===== config.mk =====
export PLATFORM = sky130hd
export DESIGN_NAME = param_reg_file
export DESIGN_NICKNAME = d
export VERILOG_FILES = /design/src/rtl/rf_pkg.sv /design/src/rtl/rf_burst_assembler.sv /design/src/rtl/param_reg_file.sv
export SDC_FILE = /design/constraint.sdc
export NUM_CORES = 2
export LEC_CHECK = 0
export CORE_AREA = 2 2 270 272
export CTS_CLUSTER_SIZE = 25
export DETAILED_ROUTE_END_ITERATION = 6
export DIE_AREA = 0 0 272 274
export PLACE_DENSITY_LB_ADDON = 0.1
export SYNTH_ARGS = -nofsm -noshare
export SYNTH_HDL_FRONTEND = slang
export SYNTH_SLANG_ARGS = --single-unit

===== constraint.sdc =====
create_clock -name clk -period 8.75 [get_ports clk]
set_input_delay 1.75 -clock clk [delete_from_list [all_inputs] [get_ports clk]]
set_output_delay 1.75 -clock clk [all_outputs]
set_load 0.02 [all_outputs]

===== src/rtl/rf_pkg.sv =====
// Shared definitions for the parametrised register file:
// function-select codes and the burst assembler state encoding.
package rf_pkg;

    localparam logic [2:0] FS_DEC    = 3'b000;
    localparam logic [2:0] FS_INC    = 3'b001;
    localparam logic [2:0] FS_LOAD   = 3'b010;
    localparam logic [2:0] FS_CLR    = 3'b011;
    localparam logic [2:0] FS_SHL    = 3'b100;
    localparam logic [2:0] FS_LOADSX = 3'b101;
    localparam logic [2:0] FS_BURST  = 3'b110;
    localparam logic [2:0] FS_HOLD   = 3'b111;

    typedef enum logic {
        ST_IDLE,
        ST_COLLECT
    } burst_state_t;

endpackage


===== src/rtl/rf_burst_assembler.sv =====
// Collects DATA_W/IN_W little-endian beats into one word and flags a single-cycle
// commit, together with the latched target mask, on the edge that takes the last beat.
module rf_burst_assembler
    import rf_pkg::*;
#(
    parameter int DATA_W = 32,
    parameter int IN_W   = 8,
    parameter int N_TOT  = 8
) (
    input  logic              clk,
    input  logic              rst,
    input  logic [2:0]        fun_sel,
    input  logic [N_TOT-1:0]  sel,
    input  logic [IN_W-1:0]   data,
    input  logic              in_valid,
    output logic              busy,
    output logic              commit,
    output logic [DATA_W-1:0] word,
    output logic [N_TOT-1:0]  masks
);

    localparam int BEATS = DATA_W / IN_W;
    localparam int CNT_W = (BEATS > 1) ? $clog2(BEATS) : 1;

    burst_state_t      state, state_nx;
    logic [CNT_W-1:0]  cnt, cnt_nx;
    logic [DATA_W-1:0] asm_q, asm_nx;
    logic [N_TOT-1:0]  mask_q, mask_nx;
    logic              start;

    assign start = (fun_sel == FS_BURST) && (|sel);
    assign busy  = (state == ST_COLLECT);

    always_ff @(posedge clk or negedge rst) begin
        if (!rst) begin
            state  <= ST_IDLE;
            cnt    <= '0;
            asm_q  <= '0;
            mask_q <= '0;
        end else begin
            state  <= state_nx;
            cnt    <= cnt_nx;
            asm_q  <= asm_nx;
            mask_q <= mask_nx;
        end
    end

    always_comb begin
        state_nx = state;
        cnt_nx   = cnt;
        asm_nx   = asm_q;
        mask_nx  = mask_q;
        commit   = 1'b0;
        word     = asm_q;
        masks    = mask_q;
        case (state)
            ST_IDLE: begin
                if (start) begin
                    if (BEATS == 1) begin
                        // Single-beat word: commit straight from the start edge.
                        commit = 1'b1;
                        word   = DATA_W'(data);
                        masks  = sel;
                    end else begin
                        state_nx = ST_COLLECT;
                        mask_nx  = sel;
                        asm_nx   = DATA_W'(data);
                        cnt_nx   = CNT_W'(1);
                    end
                end
            end
            ST_COLLECT: begin
                if (in_valid) begin
                    asm_nx[int'(cnt)*IN_W +: IN_W] = data;
                    if (cnt == CNT_W'(BEATS - 1)) begin
                        commit   = 1'b1;
                        word     = asm_nx;
                        masks    = mask_q;
                        state_nx = ST_IDLE;
                        cnt_nx   = '0;
                    end else begin
                        cnt_nx = cnt + CNT_W'(1);
                    end
                end
            end
            default: state_nx = ST_IDLE;
        endcase
    end

endmodule


===== src/rtl/param_reg_file.sv =====
// General-purpose plus scratch register file with per-register function apply,
// a burst word loader and two combinational read ports (out-of-range reads return 0).
module param_reg_file
    import rf_pkg::*;
#(
    parameter int DATA_W = 32,
    parameter int IN_W   = 8,
    parameter int N_GP   = 4,
    parameter int N_SCR  = 4,
    localparam int N_TOT = N_GP + N_SCR,
    localparam int SEL_W = $clog2(N_TOT)
) (
    input  logic              clk,
    input  logic              rst,
    input  logic [2:0]        FunSel,
    input  logic [N_GP-1:0]   RegSel,
    input  logic [N_SCR-1:0]  ScrSel,
    input  logic [IN_W-1:0]   I,
    input  logic              in_valid,
    input  logic [SEL_W-1:0]  OutASel,
    input  logic [SEL_W-1:0]  OutBSel,
    output logic [DATA_W-1:0] OutA,
    output logic [DATA_W-1:0] OutB,
    output logic              busy
);

    logic [DATA_W-1:0] regs [N_TOT];
    logic [DATA_W-1:0] rd_tab [2**SEL_W];
    logic [N_TOT-1:0]  sel;
    logic              commit;
    logic [DATA_W-1:0] cmt_word;
    logic [N_TOT-1:0]  cmt_mask;

    assign sel = {ScrSel, RegSel};

    function automatic logic [DATA_W-1:0] apply(input logic [2:0]        fs,
                                                 input logic [DATA_W-1:0] r,
                                                 input logic [IN_W-1:0]   d);
        logic [DATA_W-1:0] res;
        res = r;
        case (fs)
            FS_DEC:    res = r - DATA_W'(1);
            FS_INC:    res = r + DATA_W'(1);
            FS_LOAD:   res = DATA_W'(d);
            FS_CLR:    res = '0;
            FS_SHL:    res = (r << IN_W) | DATA_W'(d);
            FS_LOADSX: res = DATA_W'($signed(d));
            default:   res = r;
        endcase
        return res;
    endfunction

    rf_burst_assembler #(
        .DATA_W (DATA_W),
        .IN_W   (IN_W),
        .N_TOT  (N_TOT)
    ) u_burst (
        .clk      (clk),
        .rst      (rst),
        .fun_sel  (FunSel),
        .sel      (sel),
        .data     (I),
        .in_valid (in_valid),
        .busy     (busy),
        .commit   (commit),
        .word     (cmt_word),
        .masks    (cmt_mask)
    );

    // While a burst is collecting, only its own commit may touch the array.
    always_ff @(posedge clk or negedge rst) begin
        if (!rst) begin
            for (int k = 0; k < N_TOT; k++) regs[k] <= '0;
        end else begin
            for (int k = 0; k < N_TOT; k++) begin
                if (commit) begin
                    if (cmt_mask[k]) regs[k] <= cmt_word;
                end else if (!busy && sel[k]) begin
                    regs[k] <= apply(FunSel, regs[k], I);
                end
            end
        end
    end

    for (genvar k = 0; k < 2**SEL_W; k++) begin : g_rd
        if (k < N_TOT) begin : g_live
            assign rd_tab[k] = regs[k];
        end else begin : g_pad
            assign rd_tab[k] = '0;
        end
    end

    assign OutA = rd_tab[OutASel];
    assign OutB = rd_tab[OutBSel];

endmodule


==> flow_metrics.env <==
export IMPL_synthTopCellsByArea="dfrtp_1, ha_1, mux4_2"
export IMPL_clock_latency_ns=0.61
export IMPL_grt_antenna_before_repair=3
export IMPL_layout_drive_gt1_share_pct=9.67
export IMPL_die_y_um=274
export IMPL_r2r_cells=12
export IMPL_dpl_cell_area_um2=33700
export IMPL_ys_ff_latch=299
export IMPL_post_cts_setup_buffers=0
export IMPL_async_flop_share_pct=100
export IMPL_holdWs_ns=0.490
export IMPL_crit_type="input pin to flop"
export IMPL_drv_slew=0
export IMPL_io_buffers=92
export IMPL_wire_per_inst_um=27.6
export IMPL_ys_top_cells_by_count="a21oi_1, nor2_1, o21ai_0"
export IMPL_endpoint_kind="flop"
export IMPL_min_from="u_burst.asm_q[29]"
export IMPL_crit_fanout=24
export IMPL_r2r_setup_slack_ns=4.48
export IMPL_path_clk_slew_ns=0.06
export IMPL_cts_root_buffer="clkbuf_16"
export IMPL_holdBufCountCts=0
export IMPL_grt_overflow=0
export IMPL_outcome="complete, no violations"
export IMPL_p_per_area_nw_per_um2=420
export IMPL_ys_warn_count=0
export IMPL_wirelength_um=133000
export IMPL_relSlewSlack_pct=20.6
export IMPL_yosysTopAreaCell="dfrtp_1"
export IMPL_ys_flop_type="dfrtp_1"
export IMPL_die_x_um=272
export IMPL_fin_skew_ns=0.0332
export IMPL_cts_num_sinks=299
export IMPL_ctsHtreeMaxLevel=2
export IMPL_min_to="u_burst.asm_q[29]"
export IMPL_synth_cell_type_count=87
export IMPL_post_cts_resized=0
export IMPL_min_period_over_period_pct=72.8
export IMPL_drt_initial_drc_count=2970
export IMPL_grt_pass1_vias=30700
export IMPL_syn_to_final_growth_pct=10.2
export IMPL_numCtsBuffers=42
export IMPL_yosys_area_top_type_share_pct=23.5
export IMPL_start_kind="input pin"
export IMPL_reg2reg_to="rd_tab[252]"
export IMPL_synth_edf_count=0
export IMPL_clk_path_buf_depth=3
export IMPL_synth_nets=4168
export IMPL_grtUsageTotal_pct=35.1
export IMPL_period_minus_slack_ns=6.37
export IMPL_layout_nets=4130
export IMPL_tightest_slew_ns=1.19
export IMPL_cap_viol_max_count=0
export IMPL_viasPerCell=6.65
export IMPL_core_area_um2=72000
export IMPL_gp_congestion=0.968
export IMPL_start_util_pct=44.3
export IMPL_syn_area_per_cell_um2=8.25
export IMPL_timing_rr_start="rd_tab[224]"
export IMPL_finalSetupViolCount=0
export IMPL_fp_row_count=99
export IMPL_grt_max_degree=140
export IMPL_hold_class="flop to flop"
export IMPL_dieArea_um2=74500
export IMPL_grt_first_pass_wirelength_um=197000
export IMPL_crit_arrival_ns=6.90
export IMPL_cts_tree="built"
export IMPL_ioPinCount=93
export IMPL_syn_area_um2=31900
export IMPL_p_leak_nw=14.0
export IMPL_finalSetupTns_ns=0
export IMPL_yosysMostFrequentCell="a21oi_1"
export IMPL_drc=0
export IMPL_ant_nets=0
export IMPL_rsz0062_at_grt="no"
export IMPL_stdcell_area_um2=35100
export IMPL_num_vias=32100
export IMPL_postSynthCellCount=3862
export IMPL_hold_violations=0
export IMPL_holdPathStages=1
export IMPL_vdd_drop_max_uv=180
export IMPL_crit_required_ns=9.28
export IMPL_seq_area_frac_synth_pct=23.5
export IMPL_drt_pre_antenna_iters=6
export IMPL_fmaxAchievable_ghz=0.157
export IMPL_dp_hpwl_um=97500
layout make-up:
cell class / count / area, µm²
flip-flops and latches: 299 / 7480
diodes: 5 / 12.5
fillers: 7088 / 36800
repair buffers: 149 / 1370
inverters: 83 / 312
well taps: 959 / 1200
multi-input cells: 3249 / 23300
clock inverters: 13 / 161
clock buffers: 65 / 1270
state kept, by name, summed over array words and instances, names as in the netlist:
register and cells:
rd_tab 256, u_burst.asm_q 32, u_burst.mask_q 8, u_burst.cnt 2, u_burst.busy 1
where the power goes:
part           internal (mW)  switching (mW)
Clock                   1.09           0.759
Sequential              2.05            1.31
Combinational           4.22            5.33
worst max-delay path by stage:
| stage | end | slack (ns) | start |
|---|---|---|---|
| 6_report | rd_tab[252] | 2.38 | FunSel[2] |
| 5_1_grt | rd_tab[248] | 2.09 | FunSel[2] |
| 4_1_cts | rd_tab[248] | 2.51 | FunSel[2] |
| 3_5_place_dp | rd_tab[248] | 1.84 | FunSel[2] |
| 3_3_place_gp | rd_tab[248] | 1.94 | FunSel[2] |
| 2_1_floorplan | rd_tab[253] | 0.52 | FunSel[2] |
cells by family (layout without fill, tap and decap cells):
family                     Yosys count  count (layout)  share of synthesized area (%)
AOI/OAI and AO/OA                 1503            1503                           29.5
xor gates and xnor gates           201             201                           5.52
adders and majority gates          278             278                           11.1
buffers and inverters              314             310                           3.70
DFF                                299             299                           23.5
muxes                              209             209                           11.9
other                                0               5                              0
and+or+nand+nor                   1058            1058                           14.9
cell usage in the layout (no fill, tap or decap), types with 46 or more instances in the layout:
cell type and instances:
o21ai_0 313, a31oi_1 141, a21oi_1 455, nand3_1 69
a21o_1 121, a211oi_1 75, clkdlybuf4s50_1 85, nand2_1 276
xor2_1 91, nor2b_1 46, ha_1 270, nor3_1 56
mux2_2 69, xnor2_1 108, inv_1 82, buf_4 58
nor2_1 431, mux4_2 128, dfrtp_1 299
routing by layer:
layer | global-route usage, % | vias up | share of wire, %
li1 | - | 14600 | -
met1 | 45.5 | 15800 | 41
met2 | 58.5 | 1410 | 47
met3 | 6.06 | 252 | 8.4
met4 | 13.2 | 2 | 3.9
met5 | 0 | - | 0.0083
worst max-delay path, stage by stage:
cell and delay (ns):
clkdlybuf4s50_1 0.65, nor2_1 0.28, nand2_4 0.30, buf_4 0.37
ha_1 0.38, nor2b_1 0.25, o31ai_1 0.14, a2111oi_0 0.96
o21ai_1 0.32, o311ai_1 0.68, nand3_1 0.19, a21oi_1 0.21
or3_1 0.13, nand3_1 0.08, a21oi_1 0.18
per-stage QoR:
| step | power (mW) | worst slack [ns] | instances | util [%] |
|---|---|---|---|---|
| final | 14.8 | 2.38 | 4822 | 48.8 |
| after global routing | 15.8 | 2.09 | 4817 | 48.8 |
| after CTS | 14.6 | 2.51 | 4817 | 48.8 |
| after detailed placement | 12.7 | 1.84 | 4739 | 46.8 |
| after global placement | 12.7 | 1.94 | 4739 | 46.8 |
| after floorplan | 9.78 | 0.520 | 3862 | - |
No activity file was read; power rests on OpenSTA's default activity.
